==> src/rtl/apb_pkg.sv <==
// Shared APB definitions: requester FSM states and default bus widths.
package apb_pkg;

  localparam int APB_ADDR_W = 8;
  localparam int APB_DATA_W = 8;

  typedef enum logic [1:0] {
    IDLE   = 2'd0,
    SETUP  = 2'd1,
    ACCESS = 2'd2
  } apb_state_e;

endpackage

==> src/rtl/apb_master.sv <==
// APB requester: turns a valid/ready command into one SETUP/ACCESS transfer and a one-cycle response.
// Optional ACCESS timeout abort is compiled in when APB_MASTER_TIMEOUT_EN is defined.
module apb_master
  import apb_pkg::*;
#(
  parameter int ADDR_W  = APB_ADDR_W,
  parameter int DATA_W  = APB_DATA_W,
  parameter int TIMEOUT = 16
) (
  input  logic              PCLK,
  input  logic              PRESET,
  input  logic              CMD_VALID,
  input  logic              CMD_WRITE,
  input  logic [ADDR_W-1:0] CMD_ADDR,
  input  logic [DATA_W-1:0] CMD_WDATA,
  output logic              CMD_READY,
  output logic              RSP_VALID,
  output logic [DATA_W-1:0] RSP_RDATA,
  output logic              RSP_ERR,
  output logic              PSELx,
  output logic              PENABLE,
  output logic              PWRITE,
  output logic [ADDR_W-1:0] PADDR,
  output logic [DATA_W-1:0] PWDATA,
  input  logic              PREADY,
  input  logic [DATA_W-1:0] PRDATA,
  output logic              BUSY
);

  apb_state_e state, state_nxt;
  logic       accept, done, expire;

`ifdef APB_MASTER_TIMEOUT_EN
  localparam int CNT_W = $clog2(TIMEOUT) + 1;
  logic [CNT_W-1:0] wait_cnt;

  // PREADY in the final allowed cycle still completes normally.
  assign expire = (state == ACCESS) && !PREADY && (wait_cnt == CNT_W'(TIMEOUT - 1));

  always_ff @(posedge PCLK) begin
    if (PRESET) begin
      wait_cnt <= '0;
      RSP_ERR  <= 1'b0;
    end else begin
      RSP_ERR <= expire;
      if (accept)
        wait_cnt <= '0;
      else if (state == ACCESS && !PREADY)
        wait_cnt <= wait_cnt + 1'b1;
    end
  end
`else
  assign expire  = 1'b0;
  assign RSP_ERR = 1'b0;
`endif

  always_comb begin
    state_nxt = state;
    CMD_READY = 1'b0;
    case (state)
      IDLE: begin
        CMD_READY = 1'b1;
        if (CMD_VALID) state_nxt = SETUP;
      end
      SETUP: state_nxt = ACCESS;
      ACCESS: begin
        if (PREADY) begin
          // Completion edge can take the next command with no IDLE bubble.
          CMD_READY = 1'b1;
          state_nxt = CMD_VALID ? SETUP : IDLE;
        end else if (expire) begin
          state_nxt = IDLE;
        end
      end
      default: state_nxt = IDLE;
    endcase
  end

  assign accept  = CMD_VALID && CMD_READY;
  assign done    = (state == ACCESS) && PREADY;
  assign PSELx   = (state != IDLE);
  assign PENABLE = (state == ACCESS);
  assign BUSY    = (state != IDLE);

  always_ff @(posedge PCLK) begin
    if (PRESET) begin
      state     <= IDLE;
      PWRITE    <= 1'b0;
      PADDR     <= '0;
      PWDATA    <= '0;
      RSP_VALID <= 1'b0;
      RSP_RDATA <= '0;
    end else begin
      state     <= state_nxt;
      RSP_VALID <= done || expire;
      RSP_RDATA <= (done && !PWRITE) ? PRDATA : '0;
      if (accept) begin
        PWRITE <= CMD_WRITE;
        PADDR  <= CMD_ADDR;
        PWDATA <= CMD_WDATA;
      end
    end
  end

endmodule

==> config.mk <==
export PLATFORM = sky130hd
export DESIGN_NAME = apb_master
export DESIGN_NICKNAME = d
export VERILOG_FILES = /design/src/rtl/apb_pkg.sv /design/src/rtl/apb_master.sv
export SDC_FILE = /design/constraint.sdc
export NUM_CORES = 1
export LEC_CHECK = 0
export BUFFER_PORTS_ARGS = -buffer_cell sky130_fd_sc_hd__buf_2
export CORE_ASPECT_RATIO = 0.5
export CORE_MARGIN = 3
export CORE_UTILIZATION = 39
export DETAILED_ROUTE_END_ITERATION = 16
export PLACE_DENSITY = 0.73
export SYNTH_ARGS = -nofsm -noshare
export SYNTH_HDL_FRONTEND = slang
export SYNTH_SLANG_ARGS = --single-unit
==> constraint.sdc <==
create_clock -name PCLK -period 1.15 [get_ports PCLK]
set_input_delay 0.23 -clock PCLK [delete_from_list [all_inputs] [get_ports PCLK]]
set_output_delay 0.23 -clock PCLK [all_outputs]
set_load 0.01 [all_outputs]
# Word level (Yosys, flattened, before mapping)
# Index checks and enable logic that the tools add are counted.
dict set report word_totals {
  regBits 28
  latch_bits 0
  ram_bits 0
  mem_bits_ro 0
  input_bits 29
  out_inout_bits 31
  elab_cells 25
  n_memories 0
}
dict set report op_classes {
  addsub 0
  multipliers 0
  div_mod_pow 0
  magnitude_cmp 0
  eq_ne 4
  shift 0
  mux 6
  bitwise_logic 1
  reduce_logical 8
}
# op count
set ops {}
lappend ops {{$pmux 2 s3} 1}
lappend ops {{$mux 2} 2}
lappend ops {{$logic_and 1x1->1} 3}
lappend ops {{$eq 2x1->1 const B} 1}
lappend ops {{$eq 2x2->1 const B} 1}
lappend ops {{$logic_not 2->1} 1}
lappend ops {{$mux 1} 2}
lappend ops {{$ne 2x1->1 const B} 1}
lappend ops {{$ne 2x2->1 const B} 1}
lappend ops {{$pmux 1 s2} 1}
lappend ops {{$reduce_and 2->1} 1}
lappend ops {{$reduce_bool 2->1} 1}
lappend ops {{$reduce_or 2->1} 1}
lappend ops {{$logic_not 1->1} 1}
lappend ops {{$not 1->1} 1}

# Longest topological paths before layout
# Gate-level depths: netlist (run 1).
dict set report depth {
  word_depth 5
  depth_mapped 5
  depth_no_buf 3
}

# Worst setup path before layout (run 1)
# OpenSTA, ideal clock, no wires.
dict set report synth_path {
  path_type {reg2reg}
  start {reg state[1]}
  end {reg PADDR[2]}
  setup_time_ns 0.072
  arrival_time_ns 1.068
  required_ns 1.078
  setup_slack_ns 0.010
  path_stages_with_launch 6
  path_buffers 2
  synth_period_minus_slack_ns 1.140
  cell_sequence {dfxtp_1 -> nor2b_4 -> nor3b_2 -> buf_6 -> buf_12 -> mux2i_1}
}
dict set report synth_via {
  elab_chain_cells 3
  elab_cells_between_ends 4
  cone_classes {eq/ne: 1; mux: 1; reduce/logical: 2}
}
# item line
set synth_rtl {}
lappend synth_rtl {{start: declaration} apb_master.sv:30} ;# apb_state_e state, state_nxt;
lappend synth_rtl {{start signal: assignment} apb_master.sv:94} ;# state <= state_nxt;
lappend synth_rtl {{$eq 2x2->1 / $logic_not 2->1 (equally long branches)} apb_master.sv:60} ;# case (state)
lappend synth_rtl {{$pmux 1 s2 (*)} apb_master.sv:60}
lappend synth_rtl {{$logic_and 1x1->1 (*)} apb_master.sv:79} ;# assign accept = CMD_VALID && CMD_READY;
lappend synth_rtl {{end signal: assignment} apb_master.sv:89} ;# PADDR <= '0;
lappend synth_rtl {{end signal: assignment} apb_master.sv:99} ;# PADDR <= CMD_ADDR;
lappend synth_rtl {{end: declaration} apb_master.sv:23} ;# output logic [ADDR_W-1:0] PADDR,
# Every way passes the cells marked *; elsewhere a longest branch is shown, timed or not.
# A chain may end at the register's enable or synchronous reset.

# Worst setup path in the final report (run 1)
dict set report layout_path {
  start {reg state[0]}
  end {out BUSY}
}
dict set report layout_via {
  elab_chain_cells 1
}
# item line
set layout_rtl {}
lappend layout_rtl {{$reduce_bool 2->1} apb_master.sv:83} ;# assign BUSY = (state != IDLE);
lappend layout_rtl {{end: declaration} apb_master.sv:27} ;# output logic BUSY
# No other way between the ends.

==> results of run 1 <==
[logic make-up after synthesis]
family / after synthesis
buf+inv: 8
flops: 28
mux: 18
other cells: 1
simple gates: 52
[placed cells by master, fill, tap and decap left out, types with 2 or more instances in the layout]
cell	Yosys	routed
buf_2	1	58
nand2b_1	34	34
dfxtp_1	28	26
mux2i_1	18	17
buf_6	1	6
and2_4	0	4
and2_1	8	4
clkbuf_8	0	4
nor2_1	3	3
nor2b_4	1	2
clkbuf_16	0	2
buf_4	2	2
dfxtp_2	0	2
[how the worst max path moves through the flow]
stage	slack, ns	to	depth (start not counted)	startpoint
2_1_floorplan	0.01	PADDR[2]	5	state[1]
3_3_place_gp	0.06	RSP_RDATA[0]	3	state[0]
3_5_place_dp	0.02	RSP_RDATA[7]	3	state[0]
4_1_cts	-0.17	BUSY	3	state[0]
5_1_grt	-0.19	PSELx	3	state[1]
6_report	-0.16	BUSY	3	state[0]
[stage by stage]
stage	TNS [ns]	cells	setup WS [ns]	utilization, %	power (uW)
global route	-3.064	210	-0.1932	62.47	2113
CTS	-1.942	206	-0.1689	58.90	1998
finish	-1.979	210	-0.1577	62.47	2024
detailed placement	0	198	0.01810	54.40	1362
global placement	0	198	0.05782	54.40	1356
floorplan	0	107	0.01048	-	1246
[power breakdown]
part / switching (uW) / internal [uW] / total [uW]
clock network: 292 / 306 / 598
logic: 157 / 227 / 384
registers: 23.7 / 1020 / 1040
[state kept, by name (all words and copies together) (netlist names)]
signal     flops
PADDR          8
PWDATA         8
RSP_RDATA      8
state          2
PWRITE         1
RSP_VALID      1
[layout make-up]
cell class / count / area share (%)
Clock buffer: 4 / 3.264
Timing Repair Buffer: 70 / 27.89
Multi-Input combinational cell: 71 / 32.72
Sequential cell: 28 / 33.38
Tap cell: 37 / 2.745
[timing repair]
| item | CTS | global route |
|---|---|---|
| pin swaps | 2 | 11 |
| gates cloned | 1 | 2 |
| endpoints found under the setup margin | 5 | 30 |
| resized for setup | 5 | 11 |
| buffers inserted | 3 | 2 |
| hold buffers | 0 | 0 |
[routing by layer]
metal,share of wire [%],wire length [um]
met5,0,0
met1,44,1062
met2,48,1142
met3,7.2,172
met4,1.0,25
==> flow_metrics.py, run 1 <==
metrics = {
    "status": {
        "status": "complete, but fails checks",
        "violations": "setup timing",
    },
    "die": {
        "die_w_um": 82.67,
        "rows": 13,
        "die_area_mm2": 0.003665,
        "start_util_pct": 42.45,
        "core-area_mm2": 0.002700,
        "io_pins": 60,
        "die_y_um": 44.33,
    },
    "detailed_routing": {
        "final_antenna_net_count": 0,
        "drt_pass1_iterations": 2,
        "vias": 917,
        "wl_per_cell_um": 11.44,
        "post-route-drc-count": 0,
        "viasPerCell": 4.367,
        "drtIter0Drc": 19,
        "wl_mm": 2.403,
    },
    "synthesis": {
        "synthTopCellsByArea": "dfxtp_1, nand2b_1, mux2i_1",
        "synth_simple_gate_area_share_pct": 29.59,
        "postSynthAreaPerCell_um2": 10.71,
        "synthAdderAreaFrac_pct": 0,
        "synth_edf_count": 0,
        "synth_warnings": 0,
        "yosys.area.top_type_share_pct": 48.91,
        "synthCells": 107,
        "synth_area_leader_cell": "dfxtp_1",
        "synth_fp_nets": 136,
        "yosysSeqAreaShare_pct": 48.91,
        "synth_mux_area_share_pct": 15.72,
        "async_reset_ff_share_pct": 0,
        "synthFlopType": "dfxtp_1",
        "synth_top_family_by_area": "simple AND/OR/NAND/NOR gates",
        "synth_cell_types": 17,
        "yosysMostFrequentCell": "nand2b_1",
        "syn_area_mm2": 0.001146,
        "synth_compound_area_share_pct": 0,
        "post_synth_xor_area_fraction_pct": 0,
        "synth_common_cells": "nand2b_1, dfxtp_1, mux2i_1",
        "yosys_register_bits": 28,
    },
    "timing": {
        "setup_viol": 30,
        "final-hold-violation-count": 0,
        "max_freq_ghz": 0.7647,
        "rsz0062_at_grt": "true",
        "maxSlewViolCount": 0,
        "timing.hold.ws_ns": 0.1597,
        "fin_crit_sh_pct": 113.7,
        "clock_skew_ns": 0.001876,
        "fin_ws_ns": -0.1577,
        "final.min_clock_period_ns": 1.308,
    },
    "worst_setup_path": {
        "slowest_stage": "dfxtp_2",
        "cp.arrival_ns": 1.08,
        "cp_slowest_stage_delay_ns": 0.34,
        "rr_startpoint": "state[0]",
        "cp-start-kind": "flip-flop",
        "cp.required_ns": 0.92,
        "worst_setup_path_end_kind": "output pin",
        "rr_endpoint": "PADDR[4]",
        "rrSetupSlack_ns": -0.13,
        "r2r_cells": 5,
        "cp_cell_sequence": "buf_6, or2_1, buf_2",
        "path_delay_family": "flip-flops",
        "worstPathMaxFanout": 3,
        "crit_buf_inv": 2,
        "crit_type": "flip-flop to output pin",
    },
    "grt": {
        "grt_first_pass_wirelength_mm": 3.374,
        "met1_usage_pct": 13.20,
        "grt_usage_pct": 12.30,
        "top_usage_layer": "met2",
        "grt_pass1_vias": 825,
        "antenna_found_initial": 0,
        "overflow": 0,
        "use_met3_pct": 4.878,
        "gr-usage-met2_pct": 22.45,
        "grt_start_max_net_pins": 37,
    },
    "placed_design": {
        "placed_area_mm2": 0.001469,
        "portBuffers": 58,
        "place_hpwl_mm": 1.545,
        "gp_congestion": 0.6713,
    },
    "hold_path": {
        "holdPathEnd": "RSP_RDATA[0]",
        "hp-class": "input pin to flip-flop",
        "hold_depth": 2,
        "holdCritStartpoint": "PRDATA[0]",
    },
    "finish": {
        "postLayoutCellArea_mm2": 0.001687,
        "layout-drive-gt1-share_pct": 49.13,
        "area_delta_synth_final_pct": 47.16,
        "final-seq-area_um2": 563.0,
        "multi_input_area_um2": 551.8,
        "fin_nets": 203,
        "diodes": 0,
        "fillCellCount": 228,
    },
    "clocking": {
        "cts_buffers": 3,
        "cts-root-buf": "clkbuf_8",
        "path_clk_slew_ns": 0.09,
        "cts_tree": "yes",
        "clkLatencyLatePin_ns": 0.27,
        "htree_levels": 1,
        "cts_sinks": 28,
        "clock_path_buffers": 2,
    },
    "run": {
        "cap_violations": 0,
    },
    "power_and_ir_drop": {
        "p_per_area_mw_per_mm2": 1200,
        "p_leak_uw": 0.0008397,
        "ir_worst_vdd_mv": 0.5907,
    },
}
(Power assumes the default switching activity.)
==> run 2: changes to the inputs <==
CORE_UTILIZATION = 41   (was 39)
CTS_BUF_LIST = sky130_fd_sc_hd__clkbuf_8   (was unset)
PLACE_DENSITY = 0.76   (was 0.73)
==> run 2 against run 1 <==
  * The flow still finishes with violations (setup timing)
  * Non-clock buffer count decreased by 2
  * Critical path depth unchanged
  * Clock power decreased by 1%
  * Register-to-register slack improved by 0.05 ns
  * Die area decreased by 4.4%
  * Clock skew about the same
  * Core utilization increased by 3.7 points
  * Flip-flop and latch count unchanged
  * Largest cell class unchanged
  * Hold slack got worse by 0.0054 ns
  * First-iteration DRC count increased by 84%
==> flow_metrics.py, run 2 (synthesis gave the netlist of run 1 again) <==
metrics = {
    "power_and_ir_drop": {
        "switching_share_pct": 23.08,
        "p_per_area_mw_per_mm2": 1229,
        "p_sw_uw": 456.9,
        "p_seq_share_pct": 52.6,
        "fin_total_pwr_uw": 1980,
        "p_clk_share_pct": 29.9,
        "combPwrFrac_pct": 17.4,
        "p_leak_uw": 0.0008079,
        "p_int_uw": 1523,
        "ir_worst_vdd_mv": 0.7170,
    },
    "timing": {
        "max_freq_ghz": 0.7589,
        "fin_ws_ns": -0.1677,
        "fin_tns_setup_ns": -1.240,
        "final.min_clock_period_ns": 1.318,
        "maxSlewViolCount": 0,
        "rsz0062_at_grt": "true",
        "fin_crit_sh_pct": 114.6,
        "clock_skew_ns": 0.001941,
        "setup_viol": 30,
        "final-hold-violation-count": 0,
    },
    "detailed_routing": {
        "drtIter0Drc": 35,
        "post-route-drc-count": 0,
        "drt_pass1_iterations": 4,
        "wl_mm": 2.362,
        "vias": 896,
        "final_antenna_net_count": 0,
        "viasPerCell": 4.350,
        "wl_per_cell_um": 11.47,
    },
    "finish": {
        "multi_input_area_um2": 530.5,
        "reg.largest.list": "PADDR (8), PWDATA (8), RSP_RDATA (8)",
        "diodes": 0,
        "mostFrequentLayoutCell": "buf_2",
        "final-seq-area_um2": 563.0,
        "area_delta_synth_final_pct": 40.50,
        "final_core_util_pct": 66.20,
        "layout-drive-gt1-share_pct": 45.03,
        "most-common-layout-cells": "buf_2, nand2b_1, dfxtp_1",
        "fin_nets": 201,
        "fillCellCount": 224,
    },
    "die": {
        "die_y_um": 43.39,
        "core-area_mm2": 0.002432,
        "io_pins": 60,
        "rows": 12,
        "start_util_pct": 47.12,
        "die_w_um": 80.77,
        "die_area_mm2": 0.003504,
    },
    "run": {
        "cap_violations": 0,
    },
    "worst_setup_path": {
        "crit_type": "flip-flop to output pin",
        "cp.arrival_ns": 1.09,
        "rr_startpoint": "state[1]",
        "worstPathMaxFanout": 3,
        "cp.required_ns": 0.92,
        "crit_start": "state[0]",
        "worst_setup_path_end_kind": "output pin",
        "r2r_cells": 5,
        "cp-start-kind": "flip-flop",
        "endpoint": "BUSY",
        "rr_endpoint": "PWDATA[3]",
        "rrSetupSlack_ns": -0.08,
    },
    "status": {
        "status": "complete, but fails checks",
        "violations": "setup timing",
    },
    "grt": {
        "grt_usage_pct": 12.73,
        "antenna_found_initial": 0,
        "overflow": 0,
        "grt_start_max_net_pins": 37,
        "grt_first_pass_wirelength_mm": 3.401,
        "grt_pass1_vias": 812,
    },
    "hold_path": {
        "hp-class": "input pin to flip-flop",
    },
    "clocking": {
        "hold_buffers": 0,
        "path_clk_slew_ns": 0.09,
        "cts_tree": "yes",
        "clkLatencyLatePin_ns": 0.27,
        "cts_sinks": 28,
        "htree_levels": 1,
        "cts_buffers": 3,
        "clock_path_buffers": 2,
        "cts-root-buf": "clkbuf_8",
    },
    "placed_design": {
        "gp_congestion": 0.6979,
        "portBuffers": 58,
        "place_hpwl_mm": 1.617,
    },
}
run 2: changes by cell type in the layout (fill, tap and decap cells not counted), sizes merged:
cell    previous run  this run
clkbuf             6         5
buf               68        67
run 2: final cells by class:
type | instances | area share, %
Multi-Input combinational cell | 71 | 32.94
Clock buffer | 4 | 3.419
Tap cell | 35 | 2.720
Sequential cell | 28 | 34.97
Timing Repair Buffer | 68 | 25.95
run 2: worst min-delay path by stage:
stage | startpoint | end | cells past startpoint
final | PRDATA[5] | RSP_RDATA[5] | 2
after global routing | PRDATA[7] | RSP_RDATA[7] | 2
after CTS | PRDATA[4] | RSP_RDATA[4] | 2
after detailed placement | PRDATA[2] | RSP_RDATA[2] | 2
after global placement | PRDATA[7] | RSP_RDATA[7] | 2
after floorplan | PRDATA[0] | RSP_RDATA[0] | 1
run 2: power by group through the flow:
stage,Sequential [uW],Combinational [uW],Clock (uW)
after floorplan,1090,158,0
final,1040,345,592
after detailed placement,1060,299,0
after global placement,1060,293,0
after CTS,1040,335,615
after global routing,1050,374,649
run 2: layer usage:
layer | vias up | wire [um] | track usage (%)
met5 | - | 0 | 0
li1 | 462 | - | -
met1 | 397 | 977 | 13.04
met4 | 0 | 10 | 3.030
met3 | 2 | 231 | 6.224
met2 | 35 | 1143 | 23.68
run 2: per-stage QoR:
step                cell area (um2)  hold slack [ns]  worst slack (ns)  std cells
floorplan                      1146           0.3517           0.01048        107
global placement               1466           0.4332           0.06147        196
detailed placement             1466           0.4378           0.01344        196
CTS                            1588           0.1509           -0.1633        204
global route                   1610           0.1466           -0.2144        206
finish                         1610           0.1543           -0.1677        206
run 2: what timing repair did:
action / 4_1_cts / 5_1_grt
endpoints found under the setup margin: 8 / 30
setup buffers: 3 / 2
pin swaps: 2 / 2
gates resized for setup: 5 / 3
endpoints found under the hold margin: 0 / 0
cloned: 1 / 1
run 2: critical path, cell delays in order, from the launching register on:
cell and delay [ns]:
dfxtp_2 0.34, buf_6 0.11, or2_1 0.23, buf_2 0.14
